==> src/rtl/alu_pkg.sv <==
// Shared types and constants for the multicycle ALU.
// Opcode encoding, FSM states and a small opcode classification helper.
package alu_pkg;

  localparam int WIDTH = 8;

  typedef enum logic [2:0] {
    OP_ADD = 3'd0,
    OP_SUB = 3'd1,
    OP_AND = 3'd2,
    OP_OR  = 3'd3,
    OP_XOR = 3'd4,
    OP_SHL = 3'd5,
    OP_SHR = 3'd6,
    OP_MUL = 3'd7
  } op_t;

  typedef enum logic [1:0] {
    S_IDLE = 2'd0,
    S_RUN  = 2'd1,
    S_DONE = 2'd2
  } state_t;

  function automatic logic is_shift(input op_t op);
    return (op == OP_SHL) || (op == OP_SHR);
  endfunction

endpackage

==> src/rtl/alu_core.sv <==
// Single-cycle arithmetic and logic operations of the multicycle ALU.
// Purely combinational; shift and multiply opcodes yield zero here.
module alu_core
  import alu_pkg::*;
#(
  parameter int W = alu_pkg::WIDTH
) (
  input  op_t          i_op,
  input  logic [W-1:0] i_a,
  input  logic [W-1:0] i_b,
  output logic [W-1:0] o_result,
  output logic         o_carry
);

  logic [W:0] w_sum;
  logic [W:0] w_diff;

  // Bit W of the widened difference is the borrow, i.e. set iff a < b.
  always_comb begin
    w_sum    = {1'b0, i_a} + {1'b0, i_b};
    w_diff   = {1'b0, i_a} - {1'b0, i_b};
    o_result = {W{1'b0}};
    o_carry  = 1'b0;
    case (i_op)
      OP_ADD: begin
        o_result = w_sum[W-1:0];
        o_carry  = w_sum[W];
      end
      OP_SUB: begin
        o_result = w_diff[W-1:0];
        o_carry  = w_diff[W];
      end
      OP_AND:  o_result = i_a & i_b;
      OP_OR:   o_result = i_a | i_b;
      OP_XOR:  o_result = i_a ^ i_b;
      default: begin
        o_result = {W{1'b0}};
        o_carry  = 1'b0;
      end
    endcase
  end

endmodule

==> src/rtl/multicycle_alu.sv <==
// Multicycle ALU: IDLE/RUN/DONE sequencer around a single-cycle core,
// a one-bit-per-cycle shifter and an 8-step shift-add multiplier.
module multicycle_alu
  import alu_pkg::*;
#(
  parameter int WIDTH = alu_pkg::WIDTH
) (
  input  logic             clock,
  input  logic             reset,
  input  logic             start,
  input  logic [2:0]       op,
  input  logic [WIDTH-1:0] a,
  input  logic [WIDTH-1:0] b,
  output logic             busy,
  output logic             done,
  output logic [WIDTH-1:0] result,
  output logic             carry,
  output logic             zero
);

  state_t               r_state;
  op_t                  r_op;
  logic [WIDTH-1:0]     r_a;
  logic [WIDTH-1:0]     r_b;
  logic [2:0]           r_cnt;
  logic [2*WIDTH-1:0]   r_prod;
  logic [2*WIDTH-1:0]   r_mcand;

  logic [WIDTH-1:0]     w_core_res;
  logic                 w_core_cy;
  logic [WIDTH-1:0]     w_sh_next;
  logic                 w_sh_out;
  logic [2*WIDTH-1:0]   w_prod_next;
  logic                 w_last;
  logic [WIDTH-1:0]     w_res;
  logic                 w_cy;

  alu_core #(.W(WIDTH)) u_core (
    .i_op     (r_op),
    .i_a      (r_a),
    .i_b      (r_b),
    .o_result (w_core_res),
    .o_carry  (w_core_cy)
  );

  // Next iteration of shifter and multiplier, and the value latched on leaving RUN.
  always_comb begin
    w_sh_next = r_a;
    w_sh_out  = 1'b0;
    if (r_cnt == 3'd0) begin
      w_sh_next = r_a;
      w_sh_out  = 1'b0;
    end else if (r_op == OP_SHL) begin
      w_sh_next = {r_a[WIDTH-2:0], 1'b0};
      w_sh_out  = r_a[WIDTH-1];
    end else begin
      w_sh_next = {1'b0, r_a[WIDTH-1:1]};
      w_sh_out  = r_a[0];
    end

    if (r_b[0]) begin
      w_prod_next = r_prod + r_mcand;
    end else begin
      w_prod_next = r_prod;
    end

    if (r_op == OP_MUL) begin
      w_last = (r_cnt == 3'd0);
    end else if (is_shift(r_op)) begin
      w_last = (r_cnt <= 3'd1);
    end else begin
      w_last = 1'b1;
    end

    case (r_op)
      OP_SHL, OP_SHR: begin
        w_res = w_sh_next;
        w_cy  = w_sh_out;
      end
      OP_MUL: begin
        w_res = w_prod_next[WIDTH-1:0];
        w_cy  = |w_prod_next[2*WIDTH-1:WIDTH];
      end
      default: begin
        w_res = w_core_res;
        w_cy  = w_core_cy;
      end
    endcase
  end

  // Sequencer with registered status and result outputs.
  always_ff @(posedge clock) begin
    if (reset) begin
      r_state <= S_IDLE;
      r_op    <= OP_ADD;
      r_a     <= {WIDTH{1'b0}};
      r_b     <= {WIDTH{1'b0}};
      r_cnt   <= 3'd0;
      r_prod  <= {(2*WIDTH){1'b0}};
      r_mcand <= {(2*WIDTH){1'b0}};
      busy    <= 1'b0;
      done    <= 1'b0;
      result  <= {WIDTH{1'b0}};
      carry   <= 1'b0;
      zero    <= 1'b1;
    end else begin
      case (r_state)
        S_IDLE: begin
          done <= 1'b0;
          if (start) begin
            r_op    <= op_t'(op);
            r_a     <= a;
            r_b     <= b;
            r_prod  <= {(2*WIDTH){1'b0}};
            r_mcand <= {{WIDTH{1'b0}}, a};
            r_cnt   <= (op_t'(op) == OP_MUL) ? 3'd7 : b[2:0];
            busy    <= 1'b1;
            r_state <= S_RUN;
          end else begin
            busy    <= 1'b0;
            r_state <= S_IDLE;
          end
        end
        S_RUN: begin
          r_cnt <= (r_cnt == 3'd0) ? 3'd0 : r_cnt - 3'd1;
          if (is_shift(r_op)) begin
            r_a <= w_sh_next;
          end else if (r_op == OP_MUL) begin
            r_prod  <= w_prod_next;
            r_mcand <= {r_mcand[2*WIDTH-2:0], 1'b0};
            r_b     <= {1'b0, r_b[WIDTH-1:1]};
          end else begin
            r_a <= r_a;
          end
          if (w_last) begin
            result  <= w_res;
            carry   <= w_cy;
            zero    <= (w_res == {WIDTH{1'b0}});
            done    <= 1'b1;
            r_state <= S_DONE;
          end else begin
            r_state <= S_RUN;
          end
        end
        S_DONE: begin
          done    <= 1'b0;
          busy    <= 1'b0;
          r_state <= S_IDLE;
        end
        default: begin
          done    <= 1'b0;
          busy    <= 1'b0;
          r_state <= S_IDLE;
        end
      endcase
    end
  end

endmodule

==> config.mk <==
export PLATFORM = sky130hd
export DESIGN_NAME = multicycle_alu
export DESIGN_NICKNAME = d
export VERILOG_FILES = /design/src/rtl/alu_pkg.sv /design/src/rtl/alu_core.sv /design/src/rtl/multicycle_alu.sv
export SDC_FILE = /design/constraint.sdc
export NUM_CORES = 1
export LEC_CHECK = 0
export BUFFER_PORTS_ARGS = -buffer_cell sky130_fd_sc_hd__buf_2
export CORE_UTILIZATION = 56
export DETAILED_ROUTE_END_ITERATION = 6
export GPL_TIMING_DRIVEN = 0
export HOLD_SLACK_MARGIN = 0.15
export PLACE_DENSITY = 0.78
export SKIP_LAST_GASP = 1
export SYNTH_ARGS = -nofsm -noshare
export SYNTH_HDL_FRONTEND = slang
export SYNTH_SLANG_ARGS = --single-unit
==> constraint.sdc <==
create_clock -name clock -period 2.4 [get_ports clock]
set_clock_uncertainty 0.05 [all_clocks]
set_input_delay 0.48 -clock clock [delete_from_list [all_inputs] [get_ports clock]]
set_output_delay 0.48 -clock clock [all_outputs]
set_load 0.02 [all_outputs]
==> Flow_metrics.wiki, run 1 <==
{| class="wikitable"
! Metric !! Value
|-
| Static power due to leakage || around 2.4 nW
|-
| Critical Path, Cell by Cell || ha_4 > inv_2 > fa_1 > nand2b_1 > o211ai_1 > a32o_2 > a221oi_4 > and4_1 > o211ai_1 > nand4bb_1 > o311ai_1
|-
| Clock insertion delay at the later pin of the skew report || 0.35 ns
|-
| Fraction of post-synthesis cell area in the top cell type by area || 27.1%
|-
| Primary flip-flop cell chosen by synthesis mapping || sky130_fd_sc_hd__dfxtp_1
|-
| Share of power burned in registers || 40.6%
|-
| Crit share post-route || 119%
|-
| Die boundary width || 96.7 µm
|-
| Min Tclk post-route || 2.84 ns
|-
| Place WS || -0.479 ns
|-
| Number of clock sinks seen by CTS || 68
|-
| GRT Util Overall || 32.3%
|-
| Slack of the worst reg-to-reg path || -0.44 ns
|-
| Commonest non-fill, non-tap cell in the layout || sky130_fd_sc_hd__nand2_1
|-
| Status || complete, but fails checks
|-
| Die Span Y || 96.7 µm
|-
| Commonest non-fill, non-tap cells in the layout || 68 x sky130_fd_sc_hd__nand2_1, 56 x sky130_fd_sc_hd__nor2_1, 50 x sky130_fd_sc_hd__dfxtp_1, 41 x sky130_fd_sc_hd__buf_2, 36 x sky130_fd_sc_hd__a21oi_1
|-
| Maximum number of pins on one net before global-route repair || 11
|-
| CTS root buf || sky130_fd_sc_hd__clkbuf_8
|-
| Upper clock frequency limit || 0.352 GHz
|-
| Fraction of final layout cells sized beyond drive strength 1 || roughly 22%
|-
| DIE AREA || roughly 0.0093 mm²
|-
| Peak per-stage delay on the critical path || 0.51 ns
|-
| Via count of the first global-routing pass || 4783
|-
| Req. time, crit path || roughly 2.6 ns
|-
| Number of vias per cell after detailed routing || 6.51
|-
| Data arrival, critical path || 3.05 ns
|-
| Effective utilization at floorplan || between 50% and 60%
|-
| Overflow left after global routing || 0
|-
| Violated checks || negative setup slack
|-
| Number of placement rows || 34
|-
| Level count of the clock H-tree || 3
|-
| Launching point of the worst reg2reg path || r_mcand[0]
|-
| Worst hold start || op[1]
|-
| Final setup margin || -0.444 ns
|-
| Clock buffer count from CTS || 9
|-
| Wire length on met1 || 6500 µm
|-
| Peak supply drop || 0.000557 V
|-
| Post-Route WL || 15500 µm
|-
| Yosys warns || 0
|-
| Master of the slowest instance on the critical path || sky130_fd_sc_hd__fa_1
|-
| Register-to-Register Path Depth || 11
|-
| Biggest area contributors in the synthesized netlist || sky130_fd_sc_hd__dfxtp_1 27%, sky130_fd_sc_hd__ha_1 10%, sky130_fd_sc_hd__nand2_1 5.1%, sky130_fd_sc_hd__nor2_1 4.3%, sky130_fd_sc_hd__a21oi_1 4.2%
|-
| Min-Delay Endpoint || r_op[1]
|-
| End of the worst register-to-register path || zero
|-
| Setup-failing EPs final || 6
|-
| Cell type with the highest occurrence count on the critical path || sky130_fd_sc_hd__o211ai_1
|-
| Uppermost routed layer || met4
|-
| Worst hold path depth || 3
|-
| Worst hold margin || 0.343 ns
|-
| Starting DRT DRC Count || 550
|-
| Share of the core filled with cells || 67.5%
|-
| Total count of hold-check failures in the final report || 0
|-
| Global-route wire length before repair || 24300 µm
|-
| WL per Instance || 19.6 µm
|-
| Total net switching power || 1.06 mW
|-
| Routability congestion estimate from global placement || 0.992
|-
| Number of enable flip-flop cells after synthesis || 0
|-
| Share of flip-flops with an asynchronous set or reset || 0%
|-
| Cell accounting for the most synthesized area || sky130_fd_sc_hd__dfxtp_1
|-
| Total power || 3.12 mW
|-
| Buffer depth of the longest clock path || 2
|-
| Area added between synthesis and finish || 17.2%
|-
| Number of buffer cells added on primary ports || 32
|-
| Crit path launch type || flop
|-
| Largest fanout of any net on the critical path || 2
|-
| Placed cells || ~760
|-
| Actual slew at the worst max-slew pin || around 0.83 ns
|-
| Worst min-delay path category || primary input to flop
|-
| Flops & latches, synth || 68
|-
| Iteration count of the initial detailed-routing pass || 5
|-
| Worst slew margin || between 40% and 50%
|-
| Portion of the post-synthesis area used by sequential elements || between 20% and 30%
|-
| RSZ-0062 raised after global routing || yes
|-
| Met2 routed WL || between 7000 and 8000 µm
|-
| Critical Path Sink Type || flop
|-
| Part of the power in combinational logic || approximately 30%
|-
| Net count, final || 745
|-
| Switching part of the total power || 33.9%
|-
| Half-perimeter wire length of the detailed placement result || 11700 µm
|-
| Total vias in the final route || 5146
|-
| Total met3 wirelength after detailed routing || 1320 µm
|-
| Final max-slew violation count || 0
|-
| P per Cell Area || around 530 mW/mm²
|-
| Number of distinct standard cells referenced by the synthesized netlist || 70
|-
| Number of nets in the synthesized netlist || between 600 and 700
|-
| Maxcap violations || 0
|-
| Antenna violations before repair || 0
|-
| Count of mapped cells out of synthesis || 624
|-
| Mean cell area of the mapped netlist || 8.04 µm²
|-
| # DRC || 0
|-
| Syn Std Cell Area || between 0.005 and 0.006 mm²
|-
| Type of the worst setup path || flop to flop
|-
| Number of filler cells placed in the layout || 722
|-
| Antenna Diode Count || 0
|-
| Core area || a little under 0.009 mm²
|-
| CTS clock-pin slew for the worst setup and hold paths || ~0.070 ns
|-
| Routed Antenna Nets || 0
|-
| TritonCTS clock tree || done
|-
| Fin cells || 790
|-
| Number of placed I/O pins || 34
|-
| Cell internal power dissipation || 2.06 mW
|-
| Fraction of power consumed by the clock network || 29.7%
|}
metal layers:
metal / vias to the layer above / track usage (%)
li1: 2386 / -
met1: 2414 / 42.6
met2: 296 / 52.1
met3: 50 / 6.72
met4: 0 / 12.3
met5: - / 0
kinds of logic (layout without fill, tap and decap cells):
logic type,Yosys count,in the layout,synth area share [%]
compound gates,204,204,28.9
xor+xnor,19,19,3.32
fa+ha+maj,45,45,11.7
buf+inv,74,132,6.31
flops,68,68,27.1
mux,21,21,4.49
simple gates,193,193,18.2
cell usage after synthesis (all sizes together) (3+ instances only):
cell,number
a211oi,8
nand4,3
clkbuf,20
nor3,14
a21oi,43
o211ai,10
o22ai,8
a2111oi,3
nand2b,11
xnor2,12
nor3b,3
a32o,5
a221oi,4
a31oi,11
nand3b,4
a311oi,16
buf,17
or2,4
a22o,12
nand3,4
nand2,68
nor2,57
o21bai,6
xor2,7
and3,8
inv,36
dfxtp,68
a21o,6
a22oi,5
nor2b,10
fa,3
and2,4
mux2i,18
o21a,6
ha,42
o21ai,38
power by group through the flow:
stage | registers (mW) | logic [mW] | clock network, mW
floorplan | 1.28 | 0.574 | 0
global placement | 1.28 | 0.782 | 0
detailed placement | 1.29 | 0.804 | 0
CTS | 1.27 | 0.839 | 0.927
global route | 1.27 | 1.01 | 0.982
finish | 1.27 | 0.930 | 0.927
sequential cells by signal, indices dropped and copies added (netlist names):
name and count:
r_op 3, r_mcand 16, r_b 8, r_prod 16, zero 1, done 1
busy 1, carry 1, result 8, r_cnt 3, r_a 8, r_state 2
critical path: cells and delay by family (launching register included):
kind | cells | cell delay, ns
and+or+nand+nor | 3 | 0.53
DFF | 1 | 0.36
adders and majority gates | 2 | 0.65
buffers and inverters | 1 | 0.04
AOI/OAI and AO/OA | 5 | 1.11
stage by stage:
| stage | setup TNS (ns) | cell area (µm²) |
|---|---|---|
| 3_3_place_gp | -2.09 | 5340 |
| 3_5_place_dp | -3.32 | 5340 |
| 6_report | -1.14 | 5890 |
| 2_1_floorplan | -0.0371 | 5050 |
| 4_1_cts | -1.34 | 5680 |
| 5_1_grt | -2.05 | 5890 |
what timing repair did:
action | in CTS | in global routing
endpoints found under the setup margin | 44 | 34
pin swaps | 15 | 18
hold buffers | 0 | 0
buffers inserted | 6 | 8
gates resized for setup | 28 | 44
area by class of cell:
type	count	area (µm²)	area share [%]
multi-input cells	482	3580	60.9
clock buffers	13	149	2.53
flip-flops and latches	68	1400	23.7
inverters	37	141	2.40
well taps	108	135	2.30
clock inverters	2	35.0	0.595
repair buffers	46	273	4.63
plain buffers	34	173	2.93
worst max-delay path by stage:
stage	end	from	slack (ns)	depth (start not counted)
2_1_floorplan	result[6]	r_a[0]	-0.03	12
3_3_place_gp	zero	r_mcand[0]	-0.42	11
3_5_place_dp	zero	r_mcand[0]	-0.48	11
4_1_cts	zero	r_mcand[0]	-0.39	11
5_1_grt	zero	r_mcand[0]	-0.58	11
6_report	zero	r_mcand[0]	-0.44	11
Power figures use the tool's default switching activity.
==> run 2: changes to the inputs <==
SETUP_SLACK_MARGIN = 0.1   (was unset)
==> run 2 against run 1 <==
The run still ends with negative setup slack left. Cell count is 0.89% higher. Critical path depth stayed put. Combinational power is 4.1% higher. Via count is 0.39% lower. Die area stayed put. Maximum frequency is 1.8% higher.
==> Flow_metrics.wiki, run 2 (same netlist as run 1, synthesis figures left out) <==
{| class="wikitable"
! Metric !! Value
|-
| Place WS || -0.469 ns (was -0.479 ns)
|-
| Clock insertion delay at the later pin of the skew report || 0.36 ns (was 0.35 ns)
|-
| Final max-slew violation count || 0 (unchanged)
|-
| Half-perimeter wire length of the detailed placement result || 11400 µm (was 11700 µm)
|-
| Effective utilization at floorplan || 57.6% (unchanged)
|-
| Setup TNS || -1.06 ns (was -1.14 ns)
|-
| Core area || 0.00872 mm² (unchanged)
|-
| Die boundary width || 96.7 µm (unchanged)
|-
| Critical path buffers and inverters || 1 (unchanged)
|-
| Die Span Y || 96.7 µm (unchanged)
|-
| Total count of hold-check failures in the final report || 0 (unchanged)
|-
| Buffer depth of the longest clock path || 2 (unchanged)
|-
| Clock buffer count from CTS || 9 (unchanged)
|-
| DIE AREA || 0.00935 mm² (unchanged)
|-
| Worst min-delay path category || primary input to flop (unchanged)
|-
| Data arrival, critical path || 3.01 ns (was 3.05 ns)
|-
| Largest fanout of any net on the critical path || 2 (unchanged)
|-
| Antenna Diode Count || 0 (unchanged)
|-
| Dominant delay contributor by cell family on the critical path || compound AO/OA/AOI/OAI gates (unchanged)
|-
| Total vias in the final route || 5126 (was 5146)
|-
| Worst hold start || b[7] (was op[1])
|-
| Global-route wire length before repair || 24100 µm (was 24300 µm)
|-
| Area added between synthesis and finish || 20.2% (was 17.2%)
|-
| Peak supply drop || 0.000449 V (was 0.000557 V)
|-
| Switching part of the total power || 35.0% (was 33.9%)
|-
| Post-Route WL || 15400 µm (was 15500 µm)
|-
| Launching point of the worst reg2reg path || r_mcand[0] (unchanged)
|-
| Min-Delay Endpoint || r_b[7] (was r_op[1])
|-
| Antenna violations before repair || 0 (unchanged)
|-
| Violated checks || negative setup slack (unchanged)
|-
| Number of buffer cells added on primary ports || 32 (unchanged)
|-
| Critical Path Sink Type || flop (unchanged)
|-
| Routability congestion estimate from global placement || 0.979 (was 0.992)
|-
| WL per Instance || 19.4 µm (was 19.6 µm)
|-
| Maxcap violations || 0 (unchanged)
|-
| Req. time, crit path || 2.61 ns (was 2.60 ns)
|-
| Number of filler cells placed in the layout || 700 (was 722)
|-
| Via count of the first global-routing pass || 4676 (was 4783)
|-
| CTS clock-pin slew for the worst setup and hold paths || 0.07 ns (about the same)
|-
| Crit path launch type || flop (unchanged)
|-
| Upper clock frequency limit || 0.358 GHz (was 0.352 GHz)
|-
| CTS root buf || sky130_fd_sc_hd__clkbuf_8 (unchanged)
|-
| Total power || 3.09 mW (was 3.12 mW)
|-
| Number of clock sinks seen by CTS || 68 (unchanged)
|-
| Fraction of power consumed by the clock network || 27.7% (was 29.7%)
|-
| Peak per-stage delay on the critical path || 0.49 ns (was 0.51 ns)
|-
| Actual slew at the worst max-slew pin || 0.794 ns (was 0.827 ns)
|-
| P per Cell Area || 512 mW/mm² (was 531 mW/mm²)
|-
| Final setup margin || -0.395 ns (was -0.444 ns)
|-
| Commonest non-fill, non-tap cell in the layout || sky130_fd_sc_hd__nand2_1 (unchanged)
|-
| GRT Util Overall || 32.5% (was 32.3%)
|-
| Setup-failing EPs final || 4 (was 6)
|-
| RSZ-0062 raised after global routing || yes (unchanged)
|-
| Cell type with the highest occurrence count on the critical path || sky130_fd_sc_hd__o211ai_1 (unchanged)
|-
| TritonCTS clock tree || done (unchanged)
|-
| # DRC || 0 (unchanged)
|-
| Commonest non-fill, non-tap cells in the layout || 68 x sky130_fd_sc_hd__nand2_1, 55 x sky130_fd_sc_hd__nor2_1, 47 x sky130_fd_sc_hd__dfxtp_1, 41 x sky130_fd_sc_hd__buf_2, 35 x sky130_fd_sc_hd__a21oi_1 (was 68 x sky130_fd_sc_hd__nand2_1, 56 x sky130_fd_sc_hd__nor2_1, 50 x sky130_fd_sc_hd__dfxtp_1, 41 x sky130_fd_sc_hd__buf_2, 36 x sky130_fd_sc_hd__a21oi_1)
|-
| Iteration count of the initial detailed-routing pass || 6 (was 5)
|-
| Level count of the clock H-tree || 3 (unchanged)
|-
| Total net switching power || 1.08 mW (was 1.06 mW)
|-
| Static power due to leakage || 2.44 nW (was 2.39 nW)
|-
| Worst hold path depth || 3 (unchanged)
|-
| Number of placement rows || 34 (unchanged)
|-
| Type of the worst setup path || flop to flop (unchanged)
|-
| Part of the power in combinational logic || 31.3% (was 29.8%)
|-
| Share of power burned in registers || 41.0% (was 40.6%)
|-
| End of the worst register-to-register path || zero (unchanged)
|-
| Fraction of final layout cells sized beyond drive strength 1 || 24.8% (was 21.8%)
|-
| Master of the slowest instance on the critical path || sky130_fd_sc_hd__fa_1 (unchanged)
|-
| Cell internal power dissipation || 2.01 mW (was 2.06 mW)
|-
| Overflow left after global routing || 0 (unchanged)
|-
| Number of vias per cell after detailed routing || 6.43 (was 6.51)
|-
| Crit share post-route || 116% (was 119%)
|-
| Critical Path, Cell by Cell || ha_4 > inv_2 > fa_1 > nand2b_1 > o211ai_1 > a32o_2 > a221oi_4 > and4_1 > o211ai_1 > nand4bb_1 > o311ai_1 (unchanged)
|-
| Routed Antenna Nets || 0 (unchanged)
|-
| Net count, final || 752 (was 745)
|-
| Regs by FF count || r_mcand (16), r_prod (16) (unchanged)
|-
| Min Tclk post-route || 2.79 ns (was 2.84 ns)
|-
| Starting DRT DRC Count || 664 (was 550)
|-
| Register-to-Register Path Depth || 11 (unchanged)
|-
| Number of placed I/O pins || 34 (unchanged)
|-
| Maximum number of pins on one net before global-route repair || 11 (unchanged)
|-
| Slack of the worst reg-to-reg path || -0.39 ns (was -0.44 ns)
|-
| Status || complete, but fails checks (unchanged)
|-
| Worst slew margin || 46.9% (was 44.7%)
|}
-- run 2: cell types whose count changed in the layout (fill, tap and decap cells not counted), sizes merged --
cell and change:
bufinv -1, clkbuf -1, clkinv +1, buf +8
-- run 2: how the worst max path moves through the flow --
stage	end	from	slack, ns	depth (start not counted)
global route	zero	r_mcand[0]	-0.53	11
finish	zero	r_mcand[0]	-0.39	11
global placement	zero	r_mcand[0]	-0.47	11
CTS	zero	r_prod[0]	-0.36	11
floorplan	result[6]	r_a[0]	-0.03	12
detailed placement	zero	r_mcand[0]	-0.47	11
-- run 2: power groups by stage --
stage,sequential (mW),combinational [mW],clock [mW]
5_1_grt,1.27,1.05,0.909
2_1_floorplan,1.28,0.575,0
3_5_place_dp,1.29,0.800,0
3_3_place_gp,1.29,0.780,0
4_1_cts,1.27,0.855,0.858
6_report,1.27,0.968,0.857
-- run 2: area by class of cell --
class | instances | area [µm²] | share of cell area (%)
multi-input combinational | 482 | 3670 | 60.9
sequential | 68 | 1410 | 23.3
timing repair buffer | 50 | 295 | 4.89
buffer | 37 | 210 | 3.48
clock buffer | 13 | 159 | 2.63
inverter | 37 | 144 | 2.38
tap | 108 | 135 | 2.24
clock inverter | 2 | 10.0 | 0.166
-- run 2: worst register-to-register path, stage by stage, from the launching register on --
cell and delay (ns):
sky130_fd_sc_hd__dfxtp_2 0.35, sky130_fd_sc_hd__ha_4 0.14, sky130_fd_sc_hd__inv_2 0.03, sky130_fd_sc_hd__fa_1 0.49
sky130_fd_sc_hd__nand2b_1 0.13, sky130_fd_sc_hd__o211ai_1 0.14, sky130_fd_sc_hd__a32o_2 0.33, sky130_fd_sc_hd__a221oi_4 0.24
sky130_fd_sc_hd__and4_1 0.24, sky130_fd_sc_hd__o211ai_1 0.13, sky130_fd_sc_hd__nand4bb_1 0.20, sky130_fd_sc_hd__o311ai_1 0.23
-- run 2: what timing repair did --
item / in CTS / in global routing
setup endpoints to repair: 45 / 43
pin swaps: 27 / 15
resized for setup: 53 / 58
hold buffers: 0 / 0
buffers inserted: 7 / 11
-- run 2: layer usage --
metal  track usage, %  vias up  wire length, µm
met5                0        -                0
met4             9.76        0              520
met3             8.38       51             1440
met2             51.2      271             6990
met1             43.8     2409             6500
li1                 -     2395                -
-- run 2: stage by stage --
stage                     hold slack [ns]  area (µm²)  utilization [%]  cells
after floorplan                     0.396        5060                -    624
after global placement              0.391        5360             61.4    764
after detailed placement            0.395        5360             61.4    764
after CTS                           0.336        5760             66.1    786
after global routing                0.345        6030             69.2    797
final                               0.336        6030             69.2    797
